--- src/rtl/uart_rx_deserializer.sv ---
// UART receive deserializer: 16x oversampled, majority-voted bits,
// 5-8 data bits, optional even/odd parity, one or two stop bits.
module uart_rx_deserializer #(
    parameter int OVERSAMPLE = 16,
    parameter int DATA_MAX   = 8
) (
    input  logic                clk_i,
    input  logic                rst_i,
    input  logic                rx_i,
    input  logic                start_edge_i,
    input  logic                ov_tick_i,
    input  logic [1:0]          data_width_i,
    input  logic [1:0]          parity_mode_i,
    input  logic                stop_bits_i,
    output logic [DATA_MAX-1:0] data_o,
    output logic                data_valid_o,
    output logic                parity_error_o,
    output logic                frame_error_o,
    output logic                busy_o
);

    localparam int CW = $clog2(OVERSAMPLE);
    localparam int IW = (DATA_MAX > 1) ? $clog2(DATA_MAX) : 1;

    localparam logic [CW-1:0] C_LO   = CW'(OVERSAMPLE / 2 - 1);
    localparam logic [CW-1:0] C_MID  = CW'(OVERSAMPLE / 2);
    localparam logic [CW-1:0] C_HI   = CW'(OVERSAMPLE / 2 + 1);
    localparam logic [CW-1:0] C_LAST = CW'(OVERSAMPLE - 1);

    typedef enum logic [2:0] {
        S_IDLE,
        S_START,
        S_DATA,
        S_PARITY,
        S_STOP,
        S_DONE
    } state_e;

    state_e              state_q, state_d;
    logic [CW-1:0]       cnt_q, cnt_d;
    logic [1:0]          smp_q, smp_d;
    logic [IW-1:0]       idx_q, idx_d;
    logic [DATA_MAX-1:0] shreg_q, shreg_d;
    logic                par_q, par_d;
    logic                perr_q, perr_d;
    logic                ferr_q, ferr_d;
    logic                stop2_q, stop2_d;
    logic [1:0]          cfg_w_q, cfg_w_d;
    logic [1:0]          cfg_p_q, cfg_p_d;
    logic                cfg_s_q, cfg_s_d;
    logic [DATA_MAX-1:0] data_q, data_d;
    logic                perr_o_q, perr_o_d;
    logic                ferr_o_q, ferr_o_d;

    logic          tick;
    logic          decide;
    logic          wrap;
    logic          maj;
    logic          par_en;
    logic          ferr_now;
    logic [IW-1:0] last_idx;

    always_ff @(posedge clk_i or posedge rst_i) begin
        if (rst_i) begin
            state_q  <= S_IDLE;
            cnt_q    <= '0;
            smp_q    <= '0;
            idx_q    <= '0;
            shreg_q  <= '0;
            par_q    <= 1'b0;
            perr_q   <= 1'b0;
            ferr_q   <= 1'b0;
            stop2_q  <= 1'b0;
            cfg_w_q  <= '0;
            cfg_p_q  <= '0;
            cfg_s_q  <= 1'b0;
            data_q   <= '0;
            perr_o_q <= 1'b0;
            ferr_o_q <= 1'b0;
        end else begin
            state_q  <= state_d;
            cnt_q    <= cnt_d;
            smp_q    <= smp_d;
            idx_q    <= idx_d;
            shreg_q  <= shreg_d;
            par_q    <= par_d;
            perr_q   <= perr_d;
            ferr_q   <= ferr_d;
            stop2_q  <= stop2_d;
            cfg_w_q  <= cfg_w_d;
            cfg_p_q  <= cfg_p_d;
            cfg_s_q  <= cfg_s_d;
            data_q   <= data_d;
            perr_o_q <= perr_o_d;
            ferr_o_q <= ferr_o_d;
        end
    end

    always_comb begin
        state_d  = state_q;
        cnt_d    = cnt_q;
        smp_d    = smp_q;
        idx_d    = idx_q;
        shreg_d  = shreg_q;
        par_d    = par_q;
        perr_d   = perr_q;
        ferr_d   = ferr_q;
        stop2_d  = stop2_q;
        cfg_w_d  = cfg_w_q;
        cfg_p_d  = cfg_p_q;
        cfg_s_d  = cfg_s_q;
        data_d   = data_q;
        perr_o_d = perr_o_q;
        ferr_o_d = ferr_o_q;

        // Ticks are ignored while idle and in the single DONE cycle
        tick     = ov_tick_i && (state_q != S_IDLE) && (state_q != S_DONE);
        decide   = tick && (cnt_q == C_HI);
        wrap     = tick && (cnt_q == C_LAST);
        maj      = (smp_q[0] & smp_q[1]) | (smp_q[0] & rx_i) | (smp_q[1] & rx_i);
        par_en   = ^cfg_p_q;
        ferr_now = ferr_q | ~maj;
        last_idx = IW'(cfg_w_q) + IW'(4);

        if (tick) begin
            cnt_d = cnt_q + CW'(1);
            if (cnt_q == C_LO)  smp_d[0] = rx_i;
            if (cnt_q == C_MID) smp_d[1] = rx_i;
        end

        unique case (state_q)
            S_IDLE: begin
                if (start_edge_i) begin
                    state_d = S_START;
                    cnt_d   = '0;
                    cfg_w_d = data_width_i;
                    cfg_p_d = parity_mode_i;
                    cfg_s_d = stop_bits_i;
                    shreg_d = '0;
                    par_d   = 1'b0;
                    perr_d  = 1'b0;
                    ferr_d  = 1'b0;
                    stop2_d = 1'b0;
                    idx_d   = '0;
                end
            end
            S_START: begin
                if (decide && maj) begin
                    state_d = S_IDLE;
                    cnt_d   = '0;
                end else if (wrap) begin
                    state_d = S_DATA;
                    cnt_d   = '0;
                    idx_d   = '0;
                end
            end
            S_DATA: begin
                if (decide) begin
                    shreg_d[idx_q] = maj;
                    par_d          = par_q ^ maj;
                end
                if (wrap) begin
                    cnt_d = '0;
                    if (idx_q == last_idx) begin
                        state_d = par_en ? S_PARITY : S_STOP;
                    end else begin
                        idx_d = idx_q + IW'(1);
                    end
                end
            end
            S_PARITY: begin
                // Odd mode (2'b10) inverts the sense of the check
                if (decide) perr_d = par_q ^ maj ^ cfg_p_q[1];
                if (wrap) begin
                    state_d = S_STOP;
                    cnt_d   = '0;
                end
            end
            S_STOP: begin
                if (decide) begin
                    ferr_d = ferr_now;
                    if (cfg_s_q && !stop2_q) begin
                        stop2_d = 1'b1;
                    end else begin
                        state_d  = S_DONE;
                        cnt_d    = '0;
                        data_d   = shreg_q;
                        perr_o_d = perr_q;
                        ferr_o_d = ferr_now;
                    end
                end
                if (wrap) cnt_d = '0;
            end
            S_DONE: begin
                state_d = S_IDLE;
                cnt_d   = '0;
            end
            default: begin
                state_d = S_IDLE;
                cnt_d   = '0;
            end
        endcase
    end

    assign data_o         = data_q;
    assign data_valid_o   = (state_q == S_DONE);
    assign parity_error_o = perr_o_q;
    assign frame_error_o  = ferr_o_q;
    assign busy_o         = (state_q != S_IDLE);

endmodule

--- config.mk ---
export PLATFORM = sky130hd
export DESIGN_NAME = uart_rx_deserializer
export DESIGN_NICKNAME = d
export VERILOG_FILES = /design/src/rtl/uart_rx_deserializer.sv
export SDC_FILE = /design/constraint.sdc
export NUM_CORES = 1
export LEC_CHECK = 0
export CORE_MARGIN = 8
export CORE_UTILIZATION = 50
export CTS_CLUSTER_DIAMETER = 100
export DETAILED_ROUTE_END_ITERATION = 10
export PLACE_DENSITY_LB_ADDON = 0.3
export REMOVE_ABC_BUFFERS = 1
export SLEW_MARGIN = 20
export SYNTH_ARGS = -nofsm -noshare
export SYNTH_HDL_FRONTEND = slang
export SYNTH_SLANG_ARGS = --single-unit
--- constraint.sdc ---
create_clock -name clk_i -period 1.95 [get_ports clk_i]
set_input_delay 0.195 -clock clk_i [delete_from_list [all_inputs] [get_ports clk_i]]
set_output_delay 0.195 -clock clk_i [all_outputs]
set_load 0.005 [all_outputs]
# Word-level counts from Yosys, hierarchy flattened
# Index checks and enable logic that the tools add are counted.
# classes
add_sub_neg	3
order_cmp	2
n_eq_ne	24
muxes	40
bitwise	10
reduce_logical	26
# op_table
cell	count
two-way mux 3 bit	14
two-way mux 4 bit	7
inequality test 2 bit (second input constant)	12
two-way mux 8 bit	2
one-hot mux 4 bit (4 select lines)	1
one-hot mux 8 bit (2 select lines)	1
one-hot mux 3 bit (5 select lines)	1
equality test 4 bit (second input constant)	3
AND reduction 3 bit	4
one-hot mux 3 bit (3 select lines)	1
bitwise mux 8 bit	1
one-hot mux 1 bit (2 select lines)	4
logical AND 1 bit	7
two-way mux 1 bit	7
AND reduction 7 bit	1
equality test 3 x 2 -> 1 bit (second input constant)	2
equality test 3 bit (second input constant)	2
inequality test 3 bit (second input constant)	2
AND reduction 2 bit	3
AND reduction 6 bit	1
nonzero test 2 bit	3
nonzero test 3 bit	2
adder 4 x 1 -> 4 bit (second input constant)	1
equality test 4 x 3 -> 1 bit (second input constant)	1
16 further kinds	22
# word_totals
reg_bits	39
wordCells	121

# Longest topological paths before layout
# logic_depth
ltp_word	8
ltp_mapped	8

# Worst setup path after synthesis
# Ideal clock, no wire load.
# synth_path
path_kind	register to register
startpoint	register state_q[2]
endpoint	register shreg_q[1]
t_arrival_ns	1.806
t_required_ns	1.821
setup_slack_ns	0.014
path_stages_with_launch	8
n_path_buf	2
cell_sequence	dfrtp_1 > buf_6 > or3b_1 > buf_2 > or3_4 > nor3b_2 > mux2i_1 > nor2_2
# synth_between
elab_chain_len	6
# synth_rtl
item	line	source
from (decl)	39	state_e state_q, state_d;
from (signal assigned)	81	state_q <= state_d;
nonzero test 3 bit	117	tick = ov_tick_i && (state_q != S_IDLE) && (state_q != S_DONE);
logical AND 1 bit (2 in a row)	117	
logical AND 1 bit	118	decide = tick && (cnt_q == C_HI);
inequality test 2 bit (no source line)	-	
AND reduction 3 bit (no source line)	-	
to (signal assigned)	85	shreg_q <= shreg_d;
to (decl)	43	logic [DATA_MAX-1:0] shreg_q, shreg_d;
# Several ways; a longest one is shown, not always the timed one.
# A chain may end at the register's enable or synchronous reset.

# Worst setup path in the final report
# layout_path
startpoint	register cnt_q[1]
endpoint	register state_q[1]
# layout_between
elab_chain_len	5
# layout_rtl
item	line	source
from (decl)	40	logic [CW-1:0] cnt_q, cnt_d;
from (signal assigned)	82	cnt_q <= cnt_d;
equality test 4 bit	118	
logical AND 1 bit	118	
logical AND 1 bit	148	if (decide && maj) begin
inequality test 3 bit (no source line) / two-way mux 3 bit (equally long branches)	-	
AND reduction 7 bit (no source line) / one-hot mux 3 bit (5 select lines) (equally long branches)	-	
# Several ways; a longest one is shown, not always the timed one.

==> out/qor.txt <==
Outcome - complete, no violations
Fin crit period - 1875 ps
Post-DR wirelength/cell - 15.17 um
Synth Area in XOR/XNOR - 3.433%
Worst Setup Slack, final - 74.59 ps
Largest family of logic cells by synthesized area - simple AND/OR/NAND/NOR gates
Footprint of the multi-input gates - 1007 um^2
Mux cell area share after synthesis - 13.30%
Port bufs - 21
Fmax - 0.5332 GHz
Reg clk slew, reported paths - 80 ps
Post-Syn Area per Cell - 10.25 um^2
Synth Area in Adders - 2.943%
Final Power - 3.208 mW
Leakage - 1.216 nW
Max-slew violation count - 0
Htree depth - 2
Synth async-reset ratio - 100.0%
DRT antenna net count - 0
Synthesized instance count - 199
WP data required - 2130 ps
CP peak stage delay - 430 ps
Clock Skew - 7.256 ps
Initial core utilization - 51.39%
Number of global-route vias before repair - 1671
Largest net degree at the start of global routing - 40
Clock insertion delay at the later pin of the skew report - 290 ps
I/O Pins - 22
Chip Height - 79.89 um
Vias - 1589
Die Span X - 79.89 um
Root buffer cell - clkbuf_8
Fin crit share - 96.18%
Antenna violations before repair - 0
Pwr dens - 1230 nW/um^2
Ys Warns - 0
Clk sinks - 39
Measured slew at the worst slew-check pin - 494.2 ps
Slowest cell on crit path - dfrtp_1
Crit start category - register
Via-to-Cell Ratio - 5.498
Post-synth cell types - 41
CTS tree - yes
Share of the yosys chip area belonging to registers - 47.82%
Final TNS setup - 0 ps
Worst Setup Path Type - reg2reg
Synth Area in Simple Gates - 19.01%
Num CTS Buffers - 5
Final hold vios - 0
Cell Area, Synth - 2041 um^2
Layout area overhead - 27.77%
RSZ-0062 raised after global routing - true
Reg area - 977.2 um^2
MaxCap Viol Count - 0
Worst min path class - in2async
# DRC - 0
Post-Route WL - 4385 um
Die area - 6382 um^2
Diode count - 0
Rows - 23
Critical-path cell list - inv_2 -> ha_2 -> nor4bb_4 -> a2111oi_2 -> a211o_1 -> nor2_2 -> mux2_2
Placer congestion estimate - 0.8693
Ys flop type - dfrtp_1
Endpoints failing setup - 0
Setup WS pre-CTS - -105.3 ps
Fill cell count - 306
Core area - 3971 um^2
1st-iter DRT viols - 104
Final nets - 252
Post-DP HPWL - 3103 um
Crit path DAT - 2050 ps
Slew Limit Headroom - 67.05%
Synthesized flop and latch total - 39
Critical path capture point type - register
Global-route wire length before repair - 7590 um
Share of layout cells above drive strength 1 - 25.52%
Synth Area in Compound Gates - 9.258%
Crit Path Max Fanout - 5
Grt ovf - 0
Worst reg2reg path depth - 7
Number of detailed-route iterations in the first pass - 4
EDFF count, synth - 0
VDD IR-drop max - 0.0008116 V
GRT Util Overall - 14.91%
Longest Clk Path Bufs - 2
==> cell usage in the layout, fill, tap and decap left out, types with 2 or more instances in the layout <==
cell,n
a21oi_1,7
a31oi_1,3
and3_1,2
buf_4,23
bufinv_16,2
clkbuf_8,5
clkdlybuf4s50_1,20
dfrtp_1,38
ha_1,3
inv_1,5
mux2_2,17
mux2i_1,8
nand2_1,12
nand3_1,3
nand3b_1,3
nand4_1,3
nor2_1,24
nor2_2,3
nor3_1,4
nor3b_1,6
nor3b_2,2
o21ai_0,12
o22ai_1,3
xnor2_1,6
xor2_1,2
==> metal layers <==
metal	GRT usage (%)	wire length, um	up-vias
li1	-	-	781
met1	16.94	1933	780
met2	25.79	2248	22
met3	4.054	146	6
met4	5.818	57	0
met5	0	0	-
==> stage by stage <==
step,area [um^2],cells,hold WS (ps),util [%]
after floorplan,1977,186,345.5,-
after global placement,2407,278,463.3,60.62
after CTS,2559,288,343.8,64.43
final,2608,289,320.4,65.66
after global routing,2608,289,383.0,65.66
after detailed placement,2407,278,478.2,60.62
==> power by group <==
group	total (mW)	switching (mW)	internal, mW
sequential	1.07	0.136	0.933
combinational	1.34	0.666	0.678
clock	0.795	0.283	0.511
==> path summary, 6_finish.rpt <==
path / startpoint / endpoint / slack [ps]
setup / recovery: cnt_q[1] / state_q[1] / 70
hold / removal: rst_i / data_o[2] / 320
setup reg to reg: cnt_q[1] / state_q[1] / 70
hold reg to reg: frame_error_o / frame_error_o / 490
max in group asynchronous: rst_i / state_q[1] / 1260
min in group clk_i: frame_error_o / frame_error_o / 490
==> repair_timing <==
action | in CTS | in global routing
buffers inserted | 2 | 2
pin swaps | 0 | 3
setup endpoints to repair | 2 | 5
hold buffers | 0 | 0
resized for setup | 2 | 8
==> sequential cells by signal, indices dropped and copies added (netlist names) <==
register	flops
frame_error_o	1
shreg_q	8
data_o	8
cfg_s_q	1
state_q	3
smp_q	2
idx_q	3
stop2_q	1
ferr_q	1
perr_q	1
parity_error_o	1
par_q	1
cnt_q	4
cfg_p_q	2
cfg_w_q	2
==> cell usage after synthesis (2+ instances only) <==
library cell	n	area share [%]
dfrtp_1	39	48
nor2_1	25	4.6
mux2_2	17	9.4
nand2_1	12	2.2
o21ai_0	12	2.9
mux2i_1	8	3.9
a21oi_1	7	1.7
buf_2	6	1.5
clkbuf_1	6	1.1
inv_1	6	1.1
nor3b_1	6	2.2
xnor2_1	6	2.6
ha_1	4	2.5
nor3_1	4	0.98
a31oi_1	3	0.92
nand3_1	3	0.74
nand3b_1	3	1.1
nand4_1	3	0.92
o22ai_1	3	0.92
and3_1	2	0.61
nor2_2	2	0.61
nor3b_2	2	1.2
xor2_1	2	0.86
==> worst max-delay path, delay by kind of cell, from the launching register on <==
kind,cells,cell delay [ps]
AOI/OAI and AO/OA,2,360
adders and majority gates,1,190
buffers and inverters,1,80
muxes,1,350
DFF,1,430
and+or+nand+nor,2,340
==> cell families after synthesis <==
kind of cell,Yosys count
muxes,25
buffers and inverters,19
adders and majority gates,5
DFF,39
AOI/OAI and AO/OA,32
and+or+nand+nor,71
xor gates and xnor gates,8
==> cell type report <==
cell class,count,area share [%]
multi-input cells,141,38.63
flip-flops and latches,39,37.48
repair buffers,45,15.55
clock buffers,6,2.783
well taps,50,2.399
clock inverters,2,2.303
inverters,6,0.8637
No activity file was read; power rests on OpenSTA's default activity.
